--- config.mk ---
export PLATFORM = sky130hd
export DESIGN_NAME = reaction_round_ctrl_flat
export DESIGN_NICKNAME = d
export VERILOG_FILES = /design/src/rtl/reaction_round_ctrl_if.sv /design/src/rtl/reaction_round_ctrl.sv /design/src/flat_wrapper.sv
export SDC_FILE = /design/constraint.sdc
export NUM_CORES = 1
export LEC_CHECK = 0
export BUFFER_PORTS_ARGS = -buffer_cell sky130_fd_sc_hd__buf_4
export CORE_MARGIN = 4
export CORE_UTILIZATION = 29
export DETAILED_ROUTE_END_ITERATION = 7
export GPL_TIMING_DRIVEN = 0
export PLACE_DENSITY_LB_ADDON = 0.3
export SETUP_SLACK_MARGIN = 0.3
export SYNTH_ARGS = -nofsm -noshare
export SYNTH_HDL_FRONTEND = slang
export SYNTH_SLANG_ARGS = --single-unit
--- constraint.sdc ---
create_clock -name clk -period 2.9 [get_ports clk]
set_clock_uncertainty 0.2 [all_clocks]
set_input_delay 0.29 -clock clk [delete_from_list [all_inputs] [get_ports clk]]
set_output_delay 0.29 -clock clk [all_outputs]
set_load 0.02 [all_outputs]
--- src/rtl/reaction_round_ctrl_if.sv ---
// Signal bundle between the reaction round controller and the rest of the game:
// start/button inputs, the shared equality comparator, and the cue/score outputs.
interface reaction_round_ctrl_if;
  logic        start;
  logic        button;
  logic [15:0] cmp_a;
  logic [15:0] cmp_b;
  logic        cmp_eq;
  logic        led;
  logic        busy;
  logic [15:0] result;
  logic        result_valid;
  logic        foul;
  logic        timeout;

  modport slave (
    input  start, button, cmp_eq,
    output cmp_a, cmp_b, led, busy, result, result_valid, foul, timeout
  );

  modport master (
    output start, button, cmp_eq,
    input  cmp_a, cmp_b, led, busy, result, result_valid, foul, timeout
  );
endinterface

--- src/rtl/reaction_round_ctrl.sv ---
// Reaction-time round controller: random hold-off, cue LED, reaction measurement
// in ms ticks, foul and timeout detection, time-shared use of one external comparator.
module reaction_round_ctrl #(
  parameter int TICK_DIV  = 50000,
  parameter int MIN_DELAY = 1000,
  parameter int RAND_BITS = 11,
  parameter int MAX_REACT = 9999
) (
  input  logic                 clk,
  input  logic                 rst,
  reaction_round_ctrl_if.slave bus
);

  localparam int               DIV_W     = (TICK_DIV > 1) ? $clog2(TICK_DIV) : 1;
  localparam logic [DIV_W-1:0] DIV_LAST  = DIV_W'(TICK_DIV - 1);
  localparam logic [DIV_W-1:0] DIV_ZERO  = {DIV_W{1'b0}};
  localparam logic [DIV_W-1:0] DIV_ONE   = DIV_W'(1);
  localparam logic [15:0]      MIN_D16   = 16'(MIN_DELAY);
  localparam logic [15:0]      MAX_R16   = 16'(MAX_REACT);
  localparam logic [15:0]      LFSR_SEED = 16'hACE1;

  typedef enum logic [2:0] {
    S_IDLE  = 3'd0,
    S_WAIT  = 3'd1,
    S_REACT = 3'd2,
    S_DONE  = 3'd3,
    S_FOUL  = 3'd4
  } state_t;

  state_t           r_state;
  state_t           w_state_nxt;
  logic [DIV_W-1:0] r_div;
  logic [15:0]      r_ms;
  logic [15:0]      r_lfsr;
  logic [15:0]      r_target;
  logic             r_button_q;
  logic             r_led;
  logic             r_busy;
  logic [15:0]      r_result;
  logic             r_result_valid;
  logic             r_foul;
  logic             r_timeout;

  logic             w_tick;
  logic             w_press;
  logic             w_lfsr_fb;
  logic [15:0]      w_target_nxt;
  logic             w_clr_cnt;
  logic             w_load_target;
  logic             w_led_nxt;
  logic             w_busy_nxt;
  logic [15:0]      w_result_nxt;
  logic             w_result_valid_nxt;
  logic             w_foul_nxt;
  logic             w_timeout_nxt;
  logic [15:0]      w_cmp_a;
  logic [15:0]      w_cmp_b;

  assign w_tick       = (r_div == DIV_LAST);
  assign w_press      = bus.button & ~r_button_q;
  assign w_lfsr_fb    = r_lfsr[15] ^ r_lfsr[13] ^ r_lfsr[12] ^ r_lfsr[10];
  assign w_target_nxt = MIN_D16 + {{(16-RAND_BITS){1'b0}}, r_lfsr[RAND_BITS-1:0]};

  // Next state, next registered outputs and comparator operand selection
  always_comb begin
    w_state_nxt        = r_state;
    w_led_nxt          = r_led;
    w_busy_nxt         = r_busy;
    w_result_nxt       = r_result;
    w_result_valid_nxt = r_result_valid;
    w_foul_nxt         = r_foul;
    w_timeout_nxt      = r_timeout;
    w_clr_cnt          = 1'b0;
    w_load_target      = 1'b0;
    w_cmp_a            = 16'd0;
    w_cmp_b            = 16'd0;
    case (r_state)
      S_WAIT: begin
        w_cmp_a = r_ms;
        w_cmp_b = r_target;
        if (w_press) begin
          w_state_nxt = S_FOUL;
          w_foul_nxt  = 1'b1;
          w_busy_nxt  = 1'b0;
        end else if (bus.cmp_eq) begin
          w_state_nxt = S_REACT;
          w_led_nxt   = 1'b1;
          w_clr_cnt   = 1'b1;
        end else begin
          w_state_nxt = S_WAIT;
        end
      end
      S_REACT: begin
        w_cmp_a = r_ms;
        w_cmp_b = MAX_R16;
        // A press wins over the timeout compare, so a press on the last tick still scores
        if (w_press) begin
          w_state_nxt        = S_DONE;
          w_result_nxt       = r_ms;
          w_result_valid_nxt = 1'b1;
          w_led_nxt          = 1'b0;
          w_busy_nxt         = 1'b0;
        end else if (bus.cmp_eq) begin
          w_state_nxt        = S_DONE;
          w_result_nxt       = MAX_R16;
          w_result_valid_nxt = 1'b1;
          w_timeout_nxt      = 1'b1;
          w_led_nxt          = 1'b0;
          w_busy_nxt         = 1'b0;
        end else begin
          w_state_nxt = S_REACT;
        end
      end
      S_IDLE, S_DONE, S_FOUL: begin
        if (bus.start) begin
          w_state_nxt        = S_WAIT;
          w_busy_nxt         = 1'b1;
          w_led_nxt          = 1'b0;
          w_result_nxt       = 16'd0;
          w_result_valid_nxt = 1'b0;
          w_foul_nxt         = 1'b0;
          w_timeout_nxt      = 1'b0;
          w_clr_cnt          = 1'b1;
          w_load_target      = 1'b1;
        end else begin
          w_state_nxt = r_state;
        end
      end
      default: begin
        w_state_nxt = S_IDLE;
        w_led_nxt   = 1'b0;
        w_busy_nxt  = 1'b0;
      end
    endcase
  end

  // FSM state register and registered outputs
  always_ff @(posedge clk or posedge rst) begin
    if (rst) begin
      r_state        <= S_IDLE;
      r_led          <= 1'b0;
      r_busy         <= 1'b0;
      r_result       <= 16'd0;
      r_result_valid <= 1'b0;
      r_foul         <= 1'b0;
      r_timeout      <= 1'b0;
    end else begin
      r_state        <= w_state_nxt;
      r_led          <= w_led_nxt;
      r_busy         <= w_busy_nxt;
      r_result       <= w_result_nxt;
      r_result_valid <= w_result_valid_nxt;
      r_foul         <= w_foul_nxt;
      r_timeout      <= w_timeout_nxt;
    end
  end

  // Millisecond timebase, free-running LFSR, latched target and button history
  always_ff @(posedge clk or posedge rst) begin
    if (rst) begin
      r_div      <= DIV_ZERO;
      r_ms       <= 16'd0;
      r_lfsr     <= LFSR_SEED;
      r_target   <= 16'd0;
      r_button_q <= 1'b0;
    end else begin
      r_lfsr     <= {r_lfsr[14:0], w_lfsr_fb};
      r_button_q <= bus.button;
      if (w_load_target) begin
        r_target <= w_target_nxt;
      end else begin
        r_target <= r_target;
      end
      if (w_clr_cnt) begin
        r_div <= DIV_ZERO;
        r_ms  <= 16'd0;
      end else if (w_tick) begin
        r_div <= DIV_ZERO;
        if (r_ms != 16'hFFFF) begin
          r_ms <= r_ms + 16'd1;
        end else begin
          r_ms <= r_ms;
        end
      end else begin
        r_div <= r_div + DIV_ONE;
      end
    end
  end

  assign bus.cmp_a        = w_cmp_a;
  assign bus.cmp_b        = w_cmp_b;
  assign bus.led          = r_led;
  assign bus.busy         = r_busy;
  assign bus.result       = r_result;
  assign bus.result_valid = r_result_valid;
  assign bus.foul         = r_foul;
  assign bus.timeout      = r_timeout;

endmodule

--- src/flat_wrapper.sv ---
// flat-port wrapper written by rule: the top's interface ports become plain ports
module reaction_round_ctrl_flat 
#(
  parameter int TICK_DIV  = 50000,
  parameter int MIN_DELAY = 1000,
  parameter int RAND_BITS = 11,
  parameter int MAX_REACT = 9999
)
  (clk, rst, bus_start, bus_button, bus_cmp_eq, bus_cmp_a, bus_cmp_b, bus_led, bus_busy, bus_result, bus_result_valid, bus_foul, bus_timeout);
  reaction_round_ctrl_if bus_i ();
  input  logic clk;
  input  logic rst;
  input wire logic [$bits(bus_i.start)-1:0] bus_start;
  input wire logic [$bits(bus_i.button)-1:0] bus_button;
  input wire logic [$bits(bus_i.cmp_eq)-1:0] bus_cmp_eq;
  output wire logic [$bits(bus_i.cmp_a)-1:0] bus_cmp_a;
  output wire logic [$bits(bus_i.cmp_b)-1:0] bus_cmp_b;
  output wire logic [$bits(bus_i.led)-1:0] bus_led;
  output wire logic [$bits(bus_i.busy)-1:0] bus_busy;
  output wire logic [$bits(bus_i.result)-1:0] bus_result;
  output wire logic [$bits(bus_i.result_valid)-1:0] bus_result_valid;
  output wire logic [$bits(bus_i.foul)-1:0] bus_foul;
  output wire logic [$bits(bus_i.timeout)-1:0] bus_timeout;
  assign bus_i.start = bus_start;
  assign bus_i.button = bus_button;
  assign bus_i.cmp_eq = bus_cmp_eq;
  assign bus_cmp_a = bus_i.cmp_a;
  assign bus_cmp_b = bus_i.cmp_b;
  assign bus_led = bus_i.led;
  assign bus_busy = bus_i.busy;
  assign bus_result = bus_i.result;
  assign bus_result_valid = bus_i.result_valid;
  assign bus_foul = bus_i.foul;
  assign bus_timeout = bus_i.timeout;
  reaction_round_ctrl #(.TICK_DIV(TICK_DIV), .MIN_DELAY(MIN_DELAY), .RAND_BITS(RAND_BITS), .MAX_REACT(MAX_REACT)) u_core (.clk(clk), .rst(rst), .bus(bus_i));
endmodule
# ---- After elaboration in Yosys (flattened, before gate mapping)
# Cells that the tools add are included.
dict set report op_classes {
  add_sub_neg 3
  eq_ne 13
  muxes 36
  bitwise 5
  reduce_logical 13
}
# op n
set ops {}
lappend ops {{$mux 16} 9}
lappend ops {{$pmux 16 s2} 2}
lappend ops {{$add 16x1->16 const B} 2}
lappend ops {{$eq 16x16->1 const B} 1}
lappend ops {{$ne 16x16->1 const B} 1}
lappend ops {{$mux 1} 14}
lappend ops {{$add 10x11->12 const A} 1}
lappend ops {{$ne 2x2->1 const B} 5}
lappend ops {{$mux 3} 3}
lappend ops {{$pmux 3 s3} 1}
lappend ops {{$reduce_and 3->1} 3}
lappend ops {{$pmux 1 s2} 4}
lappend ops {{$reduce_and 4->1} 2}
lappend ops {{$reduce_bool 2->1} 4}
lappend ops {{$eq 3x2->1 const B} 2}
lappend ops {{$pmux 1 s3} 2}
lappend ops {{$eq 3x1->1 const B} 1}
lappend ops {{$eq 3x3->1 const B} 1}
lappend ops {{$logic_not 3->1} 1}
lappend ops {{$ne 3x2->1 const B} 1}
lappend ops {{$reduce_or 3->1} 1}
lappend ops {{$xor 1x1->1} 3}
lappend ops {{$mux 2} 1}
lappend ops {{$ne 2x1->1 const B} 1}
lappend ops {{other kinds (4)} 4}
dict set report totals {
  regBits 89
  in_bits 5
  wordCells 82
}

# ---- Logic depth before layout (Yosys ltp)
dict set report logic_depth {
  word_depth 6
  depth_mapped 7
  depth_no_buf 5
}

# ---- Worst setup path before layout
# Ideal clock, no wire load.
dict set report synth_timing {
  path_kind {reg-to-output}
  start {reg u_core.r_state[2]}
  end {out bus_cmp_a[10]}
  arrival_time_ns 1.472
  slack_ns 0.938
  stages_incl_launch_ff 5
  n_path_buf 1
  path_cell_list {dfrtp_1 > nor3b_2 > nor2_1 > clkbuf_1 > nor2b_1}
}
dict set report synth_via {
  elab_chain_cells 3
}
# element line
set synth_lines {}
lappend synth_lines {{start: declaration} reaction_round_ctrl.sv:30} ;# state_t r_state;
lappend synth_lines {{start signal: assignment} reaction_round_ctrl.sv:148} ;# r_state <= w_state_nxt;
lappend synth_lines {{$eq 3x1->1 or $eq 3x2->1 (tied branches)} reaction_round_ctrl.sv:77} ;# case (r_state)
lappend synth_lines {{$reduce_or 2->1 (no source line) *} n/a}
lappend synth_lines {{$mux 16 *} reaction_round_ctrl.sv:77}
lappend synth_lines {{end: declaration} flat_wrapper.sv:16} ;# output wire logic [$bits(bus_i.cmp_a)-1:0] bus_cmp_a;
# Every way passes the cells marked *; elsewhere a longest branch is shown, timed or not.

# ---- Worst setup path in the final report
dict set report layout_timing {
  start {reg u_core.r_state[2]}
  end {out bus_cmp_b[1]}
}
dict set report layout_via {
  elab_chain_cells 2
}
# element line
set layout_lines {}
lappend layout_lines {{$eq 3x2->1 or $eq 3x1->1 (tied branches)} reaction_round_ctrl.sv:77}
lappend layout_lines {{$pmux 16 s2 *} reaction_round_ctrl.sv:77}
lappend layout_lines {{end: declaration} flat_wrapper.sv:17} ;# output wire logic [$bits(bus_i.cmp_b)-1:0] bus_cmp_b;
# Marks and branches as above.

==> flow_summary.toml <==
[status]
status = "completed"

[drt]
first_iter_violations = 251
wirelength_um = 9820
dr.pass1.iters = 4
drc = 0
final_antenna_net_count = 0
wire_per_inst_um = 15.2
avgViaCountPerCell = 4.96
vias = 3202

[critical_path]
reg2reg_slack_ns = 0.60
arrival_ns = 1.99
cp_max_fo = 10
cp-start-kind = "flop"
end_kind = "output pin"
r2r_cells = 6
crit_type = "flop to output pin"
crit_required_ns = 2.41
reg2reg_to = "u_core.r_ms[8]$_DFFE_PP0P_"
worstReg2RegStart = "u_core.r_state[2]$_DFFE_PP0P_"

[sta]
finalHoldViolCount = 0
fin_crit_ns = 2.48
final.setup.tns_ns = 0
max_freq_mhz = 403
setup_viol_count_final = 0
post-route-period-util = 0.856
rsz0062_at_grt = "no"
finalMaxSlewViolations = 0
worst_slew_pin_slew_ns = 1.00
relSlewSlack = 0.325

[clock_tree]
clkTransAtPathRegs_ns = 0.07
cts_max_path_buffers = 2
postCtsSetupRepairBufs = 0
clkLatencyLatePin_ns = 0.35
cts_tree = "done"
htreeDepth = 3
cts_buffers = 9
clock-root-buffer = "clkbuf_16"
cts_sinks = 85

[placed_design]
globalplace.congestion = 0.818
postPlaceCellArea_um2 = 4820
dp_cells = 628
io_buffers = 52
dp_hpwl_um = 7070

[hold_path]
worstHoldStart = "u_core.r_lfsr[14]$_DFF_PP0_"
min_to = "u_core.r_lfsr[15]$_DFF_PP1_"
hp-class = "flop to flop"
hold-path-cell-count = 0

[job]
cap_violations = 0

[cells_and_area]
layoutNonFillerInstCount = 646
synthToLayoutAreaGrowth_pct = 24.2
utilization = 0.371
num_antenna_cells = 0
multiInputGateArea_um2 = 1880
fill_cells = 1389
fin_area_um2 = 5160
num-nets-final = 469
seqCellArea_um2 = 2140
drive_gt1_frac = 0.236

[floorplanning]
start_util = 0.298
dieWidth_um = 128
chipHeight_um = 128
design.die.area_um2 = 16300
ios = 58
core-area_um2 = 13900
rows = 43

[yosys]
ys_ff_latch = 85
yosys_warnings = 0
synth-edff-count = 0
synth_top_cell_by_area = "dfrtp_1"
syn_area_um2 = 4160
synth_top_flop_cell = "dfrtp_1"
yosys.cell_count.top_type = "dfrtp_1"
netlist.area_leader.share = 0.464
synth_cell_types = 58
synth_cells = 392
synth_common_cells = "dfrtp_1 (77), nor2_1 (30), nand3_1 (29)"
synth.avg_cell_area_um2 = 10.6
synthArstFlopShare = 1.00
synthTopCellsByArea = "dfrtp_1 (46%), dfstp_2 (5.1%), mux2i_1 (3.6%)"
ys_seq_area_frac = 0.514

[power_and_ir_drop]
power_density_nw_per_um2 = 783
irDropWorstVdd_mv = 0.293
p_leak_nw = 2.34

[global_route]
grt_max_degree = 44
antenna_found_initial = 0
track_usage = 0.126
overflow = 0
grt_pass1_vias = 3150
grt_pass1_wl_um = 16600
-- cell type report --
cell class / instances / area share
Buffer: 28 / 0.0257
Sequential cell: 85 / 0.414
Clock buffer: 9 / 0.0436
Tap cell: 180 / 0.0436
Multi-Input combinational cell: 274 / 0.365
Inverter: 7 / 0.00582
Clock inverter: 7 / 0.0155
Timing Repair Buffer: 56 / 0.0872
-- report_power, final --
group          switching, mW  internal [mW]
clock network          0.504          0.681
logic                  0.867          0.517
registers              0.121           1.35
-- metrics by stage --
| step | hold slack, ns | setup WS [ns] | total power, mW |
|---|---|---|---|
| final | 0.152 | 0.416 | 4.04 |
| after floorplan | 0.121 | 0.938 | 2.35 |
| after global routing | 0.158 | 0.323 | 4.28 |
| after global placement | 0.137 | 0.512 | 2.83 |
| after CTS | 0.141 | 0.382 | 4.08 |
| after detailed placement | 0.119 | 0.488 | 2.86 |
-- timing repair --
action                                  4_1_cts  5_1_grt
hold buffers                                  2        0
endpoints found under the setup margin       10        7
hold endpoints to repair                     17        0
resized for setup                             3        1
-- state kept, by name (all words and copies together) (netlist names) --
register / cells
u_core.bus.foul: 1
u_core.bus.result: 16
u_core.r_lfsr: 16
u_core.bus.result_valid: 1
u_core.r_button_q: 1
u_core.bus.busy: 1
u_core.bus.led: 1
u_core.r_state: 3
u_core.bus.timeout: 1
u_core.r_ms: 16
u_core.r_div: 16
u_core.r_target: 12
-- layer usage --
| layer | track usage | share of wire | vias to the layer above |
|---|---|---|---|
| met5 | 0 | 0 | - |
| met3 | 0.0271 | 0.050 | 14 |
| met1 | 0.175 | 0.48 | 1573 |
| met2 | 0.189 | 0.45 | 71 |
| met4 | 0.0543 | 0.019 | 0 |
| li1 | - | - | 1544 |
-- worst max-delay path, cell delays in order, from the launching register on --
cell,delay [ns]
dfrtp_1,0.47
nand2b_1,0.24
nor2_1,0.24
clkbuf_1,0.41
a21o_1,0.15
buf_4,0.14
-- cell families (layout without fill, tap and decap cells) --
| logic type | after synthesis | count (layout) | share of synthesized area |
|---|---|---|---|
| AND/OR/NAND/NOR | 158 | 158 | 0.216 |
| flip-flops | 85 | 85 | 0.514 |
| AO/OA/AOI/OAI | 71 | 71 | 0.133 |
| buffers and inverters | 35 | 107 | 0.0379 |
| XOR/XNOR | 20 | 20 | 0.0421 |
| multiplexers | 19 | 19 | 0.0470 |
| adder cells (fa/ha/maj) | 3 | 3 | 0.00903 |
| other | 1 | 3 | 0.000902 |
-- cells in the final DEF (no fill, tap or decap), types with 5 or more instances in the layout --
cell | netlist | routed
a22o_1 | 8 | 8
inv_1 | 7 | 6
nand2_1 | 24 | 24
dfstp_2 | 8 | 8
nor3_1 | 6 | 6
nand3_1 | 29 | 29
nand3b_1 | 12 | 12
a21oi_1 | 7 | 7
xor2_1 | 10 | 10
a21o_1 | 7 | 7
buf_4 | 3 | 55
o21ai_0 | 12 | 12
and3_1 | 5 | 5
xnor2_1 | 10 | 10
buf_2 | 6 | 6
nand4_1 | 10 | 10
clkbuf_1 | 18 | 17
clkbuf_16 | 0 | 9
nor2b_1 | 15 | 15
mux2i_1 | 15 | 15
dfrtp_1 | 77 | 77
nor2_1 | 30 | 29
and2_1 | 6 | 6
a211oi_1 | 5 | 5
o2bb2ai_1 | 8 | 8
-- how the worst max path moves through the flow --
stage / start / end / cells after the start / slack, ns
4_1_cts: u_core.r_state[2]$_DFFE_PP0P_ / bus_cmp_a[15] / 6 / 0.38
5_1_grt: u_core.r_state[2]$_DFFE_PP0P_ / bus_cmp_b[8] / 5 / 0.32
2_1_floorplan: u_core.r_state[2]$_DFFE_PP0P_ / bus_cmp_a[10] / 4 / 0.94
3_3_place_gp: u_core.r_state[2]$_DFFE_PP0P_ / bus_cmp_a[15] / 6 / 0.51
6_report: u_core.r_state[2]$_DFFE_PP0P_ / bus_cmp_b[1] / 5 / 0.42
3_5_place_dp: u_core.r_state[2]$_DFFE_PP0P_ / bus_cmp_a[15] / 6 / 0.49
(Power assumes the default switching activity.)
